==> config.mk <==
export PLATFORM = sky130hd
export DESIGN_NAME = div_multicycle_flat
export DESIGN_NICKNAME = d
export VERILOG_FILES = /design/src/rtl/div_multicycle_if.sv /design/src/rtl/div_multicycle.sv /design/src/flat_wrapper.sv
export SDC_FILE = /design/constraint.sdc
export NUM_CORES = 1
export LEC_CHECK = 0
export ABC_AREA = 1
export CAP_MARGIN = 0
export CORE_ASPECT_RATIO = 0.6
export CORE_MARGIN = 5
export CORE_UTILIZATION = 50
export DETAILED_ROUTE_END_ITERATION = 16
export PLACE_DENSITY = 0.81
export SLEW_MARGIN = 5
export SYNTH_ARGS = -nofsm -noshare
export SYNTH_HDL_FRONTEND = slang
export SYNTH_SLANG_ARGS = --single-unit
export TNS_END_PERCENT = 5
==> constraint.sdc <==
create_clock -name clk -period 1.97 [get_ports clk]
set_input_delay 0.394 -clock clk [delete_from_list [all_inputs] [get_ports clk]]
set_output_delay 0.394 -clock clk [all_outputs]
set_load 0.02 [all_outputs]
==> src/rtl/div_multicycle_if.sv <==
// Divide request/response bundle between the execute stage (master) and the
// multicycle divider (slave).
interface div_multicycle_if;
  logic        valid;
  logic        ready;
  logic [31:0] a;
  logic [31:0] b;
  logic        done;
  logic [63:0] c;

  modport master (output valid, ready, a, b, input done, c);
  modport slave  (input valid, ready, a, b, output done, c);
endinterface

==> src/rtl/div_multicycle.sv <==
// Unsigned 32/32 radix-2 restoring divider, STEPS_PER_CYCLE quotient bits per
// cycle. The result is {remainder, quotient}, held while the requester stalls.
module div_multicycle #(
  parameter int unsigned STEPS_PER_CYCLE = 1
) (
  input  logic            clk,
  input  logic            reset,
  div_multicycle_if.slave bus
);

  typedef enum logic [1:0] {IDLE, RUN, DONE} state_t;

  localparam logic [5:0] STEP = 6'(STEPS_PER_CYCLE);

  state_t      state_q, state_d;
  logic [5:0]  cnt_q;
  logic [31:0] rem_q, dq_q, div_q;
  logic [31:0] rem_n, dq_n;
  logic [32:0] sh, trial;
  logic [63:0] c_q;
  logic        done_q;
  logic        last;

  assign last     = (cnt_q + STEP) == 6'd32;
  assign bus.done = done_q;
  assign bus.c    = c_q;

  // The shifted-out remainder MSB is kept as bit 32 of the trial, so a
  // partial remainder that briefly exceeds 32 bits still compares correctly.
  always_comb begin
    // NOTE: blocking assignments here chain the steps within one cycle; each
    // iteration sees the previous iteration's rem_n/dq_n.
    rem_n = rem_q;
    dq_n  = dq_q;
    sh    = '0;
    trial = '0;
    for (int i = 0; i < STEPS_PER_CYCLE; i++) begin
      sh    = {rem_n, dq_n[31]};
      dq_n  = {dq_n[30:0], 1'b0};
      trial = sh - {1'b0, div_q};
      if (!trial[32]) begin
        rem_n   = trial[31:0];
        dq_n[0] = 1'b1;
      end else begin
        rem_n = sh[31:0];
      end
    end
  end

  always_comb begin
    // NOTE: default first so every path assigns state_d and no latch is inferred.
    state_d = state_q;
    unique case (state_q)
      IDLE: if (bus.valid) state_d = RUN;
      RUN: begin
        if (!bus.valid) state_d = IDLE;
        else if (last)  state_d = DONE;
      end
      DONE: begin
        // Dropping valid takes priority over ready.
        if (!bus.valid)     state_d = IDLE;
        else if (bus.ready) state_d = IDLE;
      end
      default: state_d = IDLE;
    endcase
  end

  always_ff @(posedge clk) begin
    if (reset) begin
      state_q <= IDLE;
      cnt_q   <= '0;
      rem_q   <= '0;
      dq_q    <= '0;
      div_q   <= '0;
      c_q     <= '0;
      done_q  <= 1'b0;
    end else begin
      state_q <= state_d;
      done_q  <= (state_d == DONE);
      unique case (state_q)
        IDLE: begin
          if (bus.valid) begin
            dq_q  <= bus.a;
            div_q <= bus.b;
            rem_q <= '0;
            cnt_q <= '0;
          end
        end
        RUN: begin
          // An abort leaves c untouched; the datapath is reloaded on accept.
          if (bus.valid) begin
            rem_q <= rem_n;
            dq_q  <= dq_n;
            cnt_q <= cnt_q + STEP;
            if (last) c_q <= {rem_n, dq_n};
          end
        end
        default: ;
      endcase
    end
  end

endmodule

==> src/flat_wrapper.sv <==
// flat-port wrapper written by rule: the top's interface ports become plain ports
module div_multicycle_flat 
#(
  parameter int unsigned STEPS_PER_CYCLE = 1
)
  (clk, reset, bus_valid, bus_ready, bus_a, bus_b, bus_done, bus_c);
  div_multicycle_if bus_i ();
  input  logic clk;
  input  logic reset;
  input wire logic [$bits(bus_i.valid)-1:0] bus_valid;
  input wire logic [$bits(bus_i.ready)-1:0] bus_ready;
  input wire logic [$bits(bus_i.a)-1:0] bus_a;
  input wire logic [$bits(bus_i.b)-1:0] bus_b;
  output wire logic [$bits(bus_i.done)-1:0] bus_done;
  output wire logic [$bits(bus_i.c)-1:0] bus_c;
  assign bus_i.valid = bus_valid;
  assign bus_i.ready = bus_ready;
  assign bus_i.a = bus_a;
  assign bus_i.b = bus_b;
  assign bus_done = bus_i.done;
  assign bus_c = bus_i.c;
  div_multicycle #(.STEPS_PER_CYCLE(STEPS_PER_CYCLE)) u_core (.clk(clk), .reset(reset), .bus(bus_i));
endmodule
==> results of run 1 <==
==> cells in the mapped netlist, drive strengths merged, types with 6 or more instances <==
cell / n / area, sq um
ha: 33 / 413
nand2: 520 / 1970
a21oi: 92 / 468
dfxtp: 169 / 3380
o21ai: 70 / 350
nor2: 178 / 698
nor3: 6 / 30.0
buf: 21 / 130
nand4: 6 / 37.5
clkbuf: 42 / 159
xnor2: 17 / 149
nand3: 85 / 430
inv: 268 / 1010
o211ai: 32 / 240
==> sequential cells by signal (all words and copies together), names as in the netlist <==
signal and count:
u_core.state_q 2, u_core.rem_q 32, u_core.dq_q 32, u_core.bus.c 64, u_core.div_q 32, u_core.bus.done 1
u_core.cnt_q 6
==> worst paths after layout <==
| check | from | end | slack [ns] | cells past startpoint |
|---|---|---|---|---|
| worst max register to register | u_core.dq_q[31] | u_core.rem_q[24] | -0.35 | 18 |
| worst min register to register | u_core.bus.c[14] | u_core.bus.c[14] | 0.48 | 2 |
| worst max-delay path | u_core.dq_q[31] | u_core.rem_q[24] | -0.35 | 18 |
| worst min-delay path | u_core.bus.c[14] | u_core.bus.c[14] | 0.48 | 2 |
==> through the flow <==
| step | instances | utilization | setup TNS (ns) | power [uW] |
|---|---|---|---|---|
| after CTS | 2080 | 0.697 | -18.56 | 8450 |
| after global routing | 2086 | 0.730 | -24.52 | 8930 |
| final | 2086 | 0.730 | -19.58 | 8570 |
| after global placement | 2040 | 0.652 | -16.05 | 4980 |
| after floorplan | 1557 | - | -3.36 | 4330 |
| after detailed placement | 2040 | 0.652 | -20.39 | 5000 |
==> per-layer routing <==
layer / routed length [um] / part of all wire
met1: 15400 / 0.49
met2: 13100 / 0.42
met3: 2660 / 0.084
met4: 344 / 0.011
met5: 0 / 0
==> worst reg2reg max path: cells and delay by family (launching register included) <==
| kind | cells | cell delay, ns |
|---|---|---|
| AOI/OAI and AO/OA | 1 | 0.16 |
| buffers and inverters | 3 | 0.28 |
| adders and majority gates | 2 | 0.47 |
| and+or+nand+nor | 12 | 1.01 |
| DFF | 1 | 0.33 |
==> timing repair <==
item                                    4_1_cts  5_1_grt
endpoints found under the setup margin       66       95
pin swaps                                    17       30
gates resized for setup                      45      119
cloned                                        2        2
hold endpoints to repair                      0        0
setup buffers                                 6        4
==> logic make-up (layout without fill, tap and decap cells) <==
family | count (synthesis) | count (layout) | synth area share
fa+ha+maj | 34 | 34 | 0.0451
compound gates | 199 | 199 | 0.114
simple gates | 806 | 806 | 0.337
flops | 169 | 169 | 0.352
buf+inv | 331 | 614 | 0.135
xor+xnor | 18 | 18 | 0.0164
==> cell type report <==
type / count / area share
multi-input cells: 1057 / 0.408
well taps: 246 / 0.0223
repair buffers: 314 / 0.209
flip-flops and latches: 169 / 0.245
clock inverters: 10 / 0.00824
inverters: 268 / 0.0730
clock buffers: 22 / 0.0350
==> report_power, final <==
| part | leakage, uW | internal [uW] | switching [uW] |
|---|---|---|---|
| clock | 0.000302 | 2010 | 1450 |
| combinational | 0.00503 | 708 | 837 |
| sequential | 0.00138 | 3520 | 56.9 |
==> metrics list, run 1 <==
* Netlist area before placement: 9610 sq um
* # nets final: 1929
- Worst setup path category: register to register
- The worst pin sits at a relative slew slack of 0.612.
- Routed vias: 10600
- The library cells used most frequently in the layout, excluding fill and tap cells, are nand2_1, inv_1, buf_4.
- For this run the aggregate overflow at the end of global routing stands at 0.
- Core area: 18900 sq um
- Remaining number of nets flagged by the antenna check after routing: 0
- Synthesized netlist net count: 1659
- Placement-stage cell area: 12400 sq um
- Violated checks: negative setup slack
- Number of buffers and inverters on the critical path: 3
* Worst min-delay path category: register to register
- The tool flagged a number of max-cap violations equal to 0.
- Gate Count Post-Synth: 1557
* Req. time, crit path: 2.34 ns
- TritonCTS created 17 clock buffers.
* Async SR Flop Fraction: 0
* Primary flip-flop cell chosen by synthesis mapping: dfxtp_1
- Flip-flop and latch count after synthesis: 169
* Top-level port count: 133
* Post-Place Setup Slack: -0.375 ns
- In the post-route analysis, the smallest setup slack over all paths is -0.346 ns.
* Htree depth: 4
- EDFF count, synth: 0
- Most frequent standard cell in the layout excluding fill and tap cells: nand2_1
- Row cnt: 39
* Vias in the first global route: 9560
* Clk sink count: 169
- Hold repair after CTS inserted 0 buffers.
* Cell type with the highest occurrence count on the critical path: nand2_4
- The pre-antenna-repair detailed-routing pass consisted of 7 iterations.
* Cell with the largest stage delay on the worst path: fa_2
- Cell class contributing the biggest share of worst-path delay: simple AND/OR/NAND/NOR gates
* Leakage power summed over all cells: 0.00671 uW
- In the global route stage, met2 resource usage came out at 0.389.
- Last weighted congestion value of the routability-driven placer: 0.932
* Clock latency on the worst-skew pair: 0.45 ns
- The floorplan step defined a die boundary enclosing 22200 sq um.
* Bufs on Longest Clock Path: 2
* Remaining DRCs: 0
- Of the cells placed in the final design, the portion with a size suffix greater than 1 is 0.207.
- Data on the critical path arrives at its endpoint at 2.68 ns.
- Final hold analysis gives a worst-case slack of 0.478 ns.
* Crit path cell chain: inv_2, ha_4, inv_2, fa_2, nand2_2, nand2_2, nand3_2, nand2_4, nand2_4, nand2_4, nand2_4, nand2_4, nand2_4, nand2_8, buf_12, nand2_1, nand3_1, a21oi_2
- Drt initial violations: 928
- Global-route usage over all layers: 0.271
* RSZ-0062 raised after global routing: true
- Chip width: 189 um
- Dividing the final minimum period by the clock period gives 1.18.
- Clock slew at the register clock pins of the worst setup and hold paths: 0.07 ns
* Post-Layout Inst Area: 13800 sq um
- Worst ir drop on vdd: 605 uV
* Number of setup violations in the final report: 66
- The worst setup path is launched from a register.
- Met3 usage in global routing: 0.0704
* Final routed wire length divided by cell count: 15.1 um
* Count of input and output buffers: 132
- TritonCTS built the clock tree.
* Largest incremental delay on the critical path: 0.34 ns
- The run finished, with violations left.
- For this run, global-route usage on met1 was measured as 0.411.
- Syn_area_per_cell: 6.17 sq um
- The final-report max-slew violation count was 0.
* Total inserted antenna cells: 0
- For this design the ratio of total power to cell area is 620 nW/um^2.
- Detailed-route vias per instance: 5.06
- After global routing, the most crowded layer is met1.
- Detailed Place HPWL: 21.7 mm
* Worst clock skew: 0.0154 ns
- Number of different library cells in the post-synthesis netlist: 34
* Antenna violations before repair: 0
- Syn-to-layout area delta: 43.9%
- DIE HEIGHT: 117 um
* Initial Utilization: 0.507
- Number of hold violations in the final report: 0
* Buffer cell driving the clock tree root: clkbuf_16
* Transition time of the tightest slew-check pin: 0.582 ns
* Critical-path maximum fanout: 8
- Post-detailed-routing wire length: 31.5 mm
- First-pass GRT wire length: 49.0 mm
* Kind of end point of the critical path: register
- Largest net degree at the start of global routing: 59
- For this run, the top clock speed supported by timing is 432 MHz.
* Register Area: 3390 sq um
- Sequential cell area fraction in the yosys report: 0.352
- The worst path in the final design needs a cycle of 2.32 ns, including I/O delays and setup.
- Ys Warns: 0
* Area of the multi-input gates: 5640 sq um
* Number of filler cells placed in the layout: 1529
No activity file was read; power rests on OpenSTA's default activity.
==> run 2: changes to the inputs <==
--- a/config.mk
+++ b/config.mk
@@ -12,6 +12,7 @@
 export CORE_UTILIZATION = 50
 export DETAILED_ROUTE_END_ITERATION = 16
 export PLACE_DENSITY = 0.81
+export SKIP_CTS_REPAIR_TIMING = 1
 export SLEW_MARGIN = 5
 export SYNTH_ARGS = -nofsm -noshare
 export SYNTH_HDL_FRONTEND = slang
==> run 2 against run 1 <==
Against the previous run:
- the run still ends with negative setup slack left
- die area stayed put
- register-to-register slack worse by 0.04 ns
- power is 0.48% lower
- clock skew is 0.0020 ns lower
- global-route usage is 0.73 points lower
- sequential cell count stayed put
- combinational power hardly changed
- maximum frequency is 1.7% lower
- setup slack worse by 0.039 ns
- cell count is 0.24% lower
==> metrics list, run 2 (synthesis gave the netlist of run 1 again) <==
- Crit path cell chain: inv_2, ha_4, inv_2, fa_2, nand2_2, nand2_2, nand3_2, nand2_4, nand2_4, nand2_4, nand2_4, nand2_2, nand2_2, nand2_4, clkbuf_16, nand2_1, nand3_1, a21oi_1
* Number of clock buffers inserted by TritonCTS: 17
- Worst relative slew slack: 0.611
* Critical-path maximum fanout: 8
- The die covers 22200 sq um.
- The share of total power dissipated in combinational logic is 0.177.
* Bufs on Longest Clock Path: 2
- Subtracting the final worst setup slack from the clock period gives 2.36 ns.
- Summing all placed instances gives a cell area of 12400 sq um.
* Remaining number of nets flagged by the antenna check after routing: 0
* Largest net degree at the start of global routing: 59
* Total inserted antenna cells: 0
- # nets final: 1924
- Power share of the clock group: 0.404
- The via count of the first global-routing pass was 9385.
* Kind of end point of the critical path: register
* Last weighted congestion value of the routability-driven placer: 0.932
* Buffer cell driving the clock tree root: clkbuf_16
* Antenna violations before repair: 0
- The HPWL after detailed placement is 21.7 mm.
- The register with the most flip-flops in the layout has 64 of them.
- Number of setup violations in the final report: 66
- Congestion Overflow GR: 0
* Cell-internal power: 6210 uW
- Cell type with the highest occurrence count on the critical path: nand2_4
* Max-slew violations: 0
- Post-Place Setup Slack: -0.375 ns
* Worst min-delay path category: register to register
- The final route contains 10500 vias.
- Final hold analysis gives a worst-case slack of 0.478 ns.
- From synthesis to final layout, the design area changed by 41.3%.
* Worst clock skew: 0.0134 ns
- Static timing analysis puts the maximum clock frequency at 425 MHz.
* Core area: 18900 sq um
- For the pin with the worst max-slew slack, the measured transition is 0.583 ns.
- Nature of the critical path startpoint: register
* RSZ-0062 raised after global routing: true
- Hold-critical path depth: 2
* Top-level port count: 133
- Using the TritonRoute via totals, the vias-per-cell ratio works out to 5.05.
- On the worst path, the slowest cell contributes a delay of 0.36 ns.
- Worst setup path category: register to register
- Final routed wire length divided by cell count: 15.0 um
- Clk sink count: 169
- Clock slew at the register clock pins of the worst setup and hold paths: 0.07 ns
- The die is 189 um wide.
- Finished Layout Cells: 2081
- For this design the ratio of total power to cell area is 629 nW/um^2.
- The final layout contains routed wiring with a total length of 31.2 mm.
* Count of input and output buffers: 132
* First-pass GRT wire length: 47.8 mm
* Max-capacitance violation count: 0
- Row cnt: 39
- The worst register-to-register path has a depth of 18.
* Fraction of layout instances using a drive strength above 1: 0.187
- Final setup margin: -0.385 ns
* Global-route usage over all layers: 0.264
* Net switching power of the design: 2320 uW
- Highest-count cells in the layout ignoring fill and taps: nand2_1, inv_1, dfxtp_1
- For the worst setup path, the data arrival time is 2.72 ns.
- CTS tree: yes
- In the finished design, the share of the clock period the worst path needs comes to 1.20.
- After the first detailed-routing iteration, the DRC count stood at 875.
- Of the total power, registers draw 0.419.
- Req. time, crit path: 2.34 ns
- Htree depth: 4
* Initial Utilization: 0.507
- Remaining DRCs: 0
- The die is 117 um tall.
- Most frequent standard cell in the layout excluding fill and tap cells: nand2_1
- The hold violation count in the final report came to 0.
* Violated checks: negative setup slack
- The flow ran to the end, but the final reports show violations.
- TritonRoute pass-1 iters: 6
* Post-Layout Inst Area: 13600 sq um
- Leakage power summed over all cells: 0.00666 uW
- Clock latency on the worst-skew pair: 0.45 ns
* Number of instances in the placed design: 2040
- Switching portion of total power: 0.272
- Cell with the largest stage delay on the worst path: fa_2
* Final core area utilization: 0.717
* Worst ir drop on vdd: 591 uV
## run 2: cell count changes in the layout (fill, tap and decap cells not counted), sizes merged
cell / delta
clkbuf: +1
buf: -6
## run 2: path summary, 6_finish.rpt
path | startpoint | to | slack, ns
hold / removal | u_core.div_q[22] | u_core.div_q[22] | 0.48
setup / recovery | u_core.dq_q[31] | u_core.rem_q[19] | -0.39
hold reg to reg | u_core.div_q[22] | u_core.div_q[22] | 0.48
setup reg to reg | u_core.dq_q[31] | u_core.rem_q[19] | -0.39
## run 2: power groups by stage
stage | sequential (uW) | clock, uW | combinational (uW)
finish | 3570 | 3450 | 1510
global route | 3580 | 3650 | 1660
CTS | 3570 | 3490 | 1370
detailed placement | 3650 | 0 | 1350
global placement | 3640 | 0 | 1330
floorplan | 3630 | 0 | 702
## run 2: routing by layer
layer,vias to the layer above,track usage,part of all wire
li1,5308,-,-
met3,38,0.0671,0.075
met5,-,0,0
met4,0,0.0500,0.010
met1,4811,0.404,0.50
met2,352,0.373,0.41
## run 2: layout make-up
type / count / area (sq um)
Inverter: 268 / 1010
Clock inverter: 10 / 114
Timing Repair Buffer: 309 / 2820
Fill cell: 1583 / 5360
Tap cell: 246 / 308
Multi-Input combinational cell: 1057 / 5450
Clock buffer: 22 / 484
Sequential cell: 169 / 3390
## run 2: metrics by stage
stage	TNS [ns]	total power, uW
2_1_floorplan	-3.36	4330
3_3_place_gp	-16.05	4980
3_5_place_dp	-20.39	5000
4_1_cts	-20.89	8420
5_1_grt	-27.66	8890
6_report	-21.77	8530
## run 2: critical path: cells and delay by family, from the launching register on
kind / cells / cell delay, ns
AOI/OAI and AO/OA: 1 / 0.14
adders and majority gates: 2 / 0.48
buffers and inverters: 3 / 0.31
DFF: 1 / 0.33
and+or+nand+nor: 12 / 1.00
==> run 3: changes to the inputs <==
--- a/config.mk
+++ b/config.mk
@@ -11,6 +11,7 @@
 export CORE_MARGIN = 5
 export CORE_UTILIZATION = 50
 export DETAILED_ROUTE_END_ITERATION = 16
+export GPL_ROUTABILITY_DRIVEN = 0
 export PLACE_DENSITY = 0.81
 export SKIP_CTS_REPAIR_TIMING = 1
 export SLEW_MARGIN = 5
==> constraint.sdc (replaced) <==
create_clock -name clk -period 2.1 [get_ports clk]
set_input_delay 0.42 -clock clk [delete_from_list [all_inputs] [get_ports clk]]
set_output_delay 0.42 -clock clk [all_outputs]
set_load 0.02 [all_outputs]
==> run 3 against run 2 <==
Against the previous run:
- maximum frequency grew 3.6%
- sequential power shrank 6.2%
- critical endpoint is now u_core.bus.c[63]
- combinational power shrank 15%
- core utilization shrank 3.4 points
- the flow still finishes with violations (negative setup slack)
- power shrank 7.0%
- first-iteration DRC count grew 1.4%
- routed wire length shrank 6.4%
- largest cell class unchanged
==> metrics list, run 3 (synthesis gave the netlist of run 1 again) <==
* Remaining number of nets flagged by the antenna check after routing: 0
- CTS placed an instance of clkbuf_16 at the clock tree root.
- From bottom edge to top edge, the die measures 117 um.
- Chip width: 189 um
* Req. time, crit path: 2.43 ns
- Max-cap violations in this run came to 0.
- The clock passes through at most 2 buffers.
- In this run the tightest slew margin relative to its limit is 0.661.
* RSZ-0062 raised after global routing: true
* Detailed Place HPWL: 20.3 mm
- Setup violations remaining at the end of the flow were counted as 66.
- Clock latency on the worst-skew pair: 0.44 ns
- Clk sink count: 169
- Antenna violations before repair: 0
- For this design the static power due to leakage is 0.00630 uW.
- Routed vias: 10300
- From synthesis to final layout, the design area changed by 34.7%.
* Final Cycle Share: 1.08
- Worst min-delay path category: input pin to register
- Portion of total power attributed to sequential cells: 0.423
- The pre-antenna-repair detailed-routing pass consisted of 6 iterations.
* Most frequent standard cell in the layout excluding fill and tap cells: nand2_1
* Post-detailed-routing wire length: 29.2 mm
- Worst Hold Slack: 0.442 ns
- Top-level port count: 133
* Combinational power share: 0.161
- The number of antenna diodes in the final layout is 0.
- In this run the number of H-tree levels came out at 4.
- Transition time of the tightest slew-check pin: 0.509 ns
- # nets final: 1853
* Row cnt: 39
* Global-route usage over all layers: 0.248
- For this configuration, the core starts out at a cell density of 0.507.
- Setup slack of the worst register-to-register path: -0.17 ns
- The critical path in this run is classified as register to register.
* Critical-path maximum fanout: 5
- In the routed design, unresolved DRC markers number 0.
* First-pass GRT wire length: 46.0 mm
- Worst clock skew: 0.00948 ns
* Drt initial violations: 887
* Result of the run: finished, violations left
* Power share of the clock group: 0.416
- Of the cells placed in the final design, the portion with a size suffix greater than 1 is 0.133.
- Worst ir drop on vdd: 539 uV
- Kind of end point of the critical path: register
- Derived from the worst setup path, the maximum achievable clock frequency is 440 MHz.
* Core area: 18900 sq um
- Clock-pin slew was measured on the worst setup and hold paths at 0.07 ns.
- Final critical delay including setup and external delays: 2.27 ns
- Highest-count cells in the layout ignoring fill and taps: nand2_1, inv_1, dfxtp_1
- Max-slew violations: 0
- The die covers 22200 sq um.
- Critical path arrival: 2.60 ns
- TritonCTS built the clock tree.
* Flip-flop count of the largest register, all copies and words added: 64
- After global routing the overflow that remains totals 0.
- Entering global routing, the biggest net connects 84 pins.
- Vias in the first global route: 9438
* Detailed-route vias per instance: 5.12
* Cell-internal power: 5740 uW
- Net switching power of the design: 2190 uW
- Nature of the critical path startpoint: register
- TritonCTS created 17 clock buffers.
- Across all setup checks in the final design, the least slack found is -0.173 ns.
- The checks that failed: negative setup slack.
- Power per cell area: 613 nW/um^2
- Number of hold violations in the final report: 0
* Overall power after layout: 7930 uW
- Count of input and output buffers: 132
- Switching portion of total power: 0.276
- Final routed wire length divided by cell count: 14.5 um
==> run 3: changes by cell type in the layout (fill, tap and decap cells not counted), moves of 4 or more <==
cell      delta
buf_4       -74
clkbuf_8     -4
nand2_4      -4
nand2_2     -30
o21ai_1      +4
a21oi_2      -6
nand2_1     +33
a21oi_1      +6
==> run 3: power by group through the flow <==
stage	clock [uW]	combinational (uW)	sequential [uW]
3_5_place_dp	0	1150	3420
5_1_grt	3480	1400	3360
4_1_cts	3340	1160	3350
3_3_place_gp	0	1120	3420
2_1_floorplan	0	657	3400
6_report	3300	1280	3350
==> run 3: area by class of cell <==
cell class              instances  area, sq um
inverters                     268         1010
repair buffers                238         2320
multi-input cells            1057         5300
clock buffers                  17          425
clock inverters                15          191
flip-flops and latches        169         3390
well taps                     246          308
fillers                      1587         6000
==> run 3: path summary, 6_finish.rpt <==
path | startpoint | endpoint | depth (start not counted)
max | u_core.dq_q[31] | u_core.bus.c[63] | 19
min | reset | u_core.div_q[30] | 4
max reg2reg | u_core.dq_q[31] | u_core.bus.c[63] | 19
min reg2reg | u_core.div_q[27] | u_core.div_q[27] | 2
==> run 3: metal layers <==
metal / GRT usage / wire [um] / up-vias
met5: 0 / 0 / -
met4: 0.0669 / 487 / 0
met3: 0.0511 / 2660 / 43
met2: 0.364 / 12100 / 431
met1: 0.370 / 14000 / 4655
li1: - / - / 5157
==> run 3: per-stage QoR <==
step / setup slack [ns] / TNS [ns] / area, sq um / utilization / instances
2_1_floorplan: -0.00324 / -0.0120 / 9610 / - / 1557
3_3_place_gp: -0.0872 / -1.97 / 11900 / 0.626 / 1972
3_5_place_dp: -0.207 / -8.18 / 11900 / 0.626 / 1972
4_1_cts: -0.217 / -9.52 / 12500 / 0.659 / 2004
5_1_grt: -0.311 / -15.63 / 12900 / 0.683 / 2010
6_report: -0.173 / -7.51 / 12900 / 0.683 / 2010
==> run 3: worst max-delay path, cell delays in order, from the launching register on <==
cell and delay, ns:
dfxtp_2 0.32, inv_2 0.06, ha_4 0.12, inv_2 0.04, fa_2 0.34, nand2_2 0.08
nand2_2 0.08, nand3_2 0.09, nand2_2 0.06, nand2_2 0.06, nand2_2 0.08, nand2_4 0.10
nand2_4 0.07, nand2_4 0.10, nand2_8 0.08, clkbuf_16 0.17, nand2_1 0.06, nand2_1 0.07
o21ai_1 0.12, inv_1 0.06
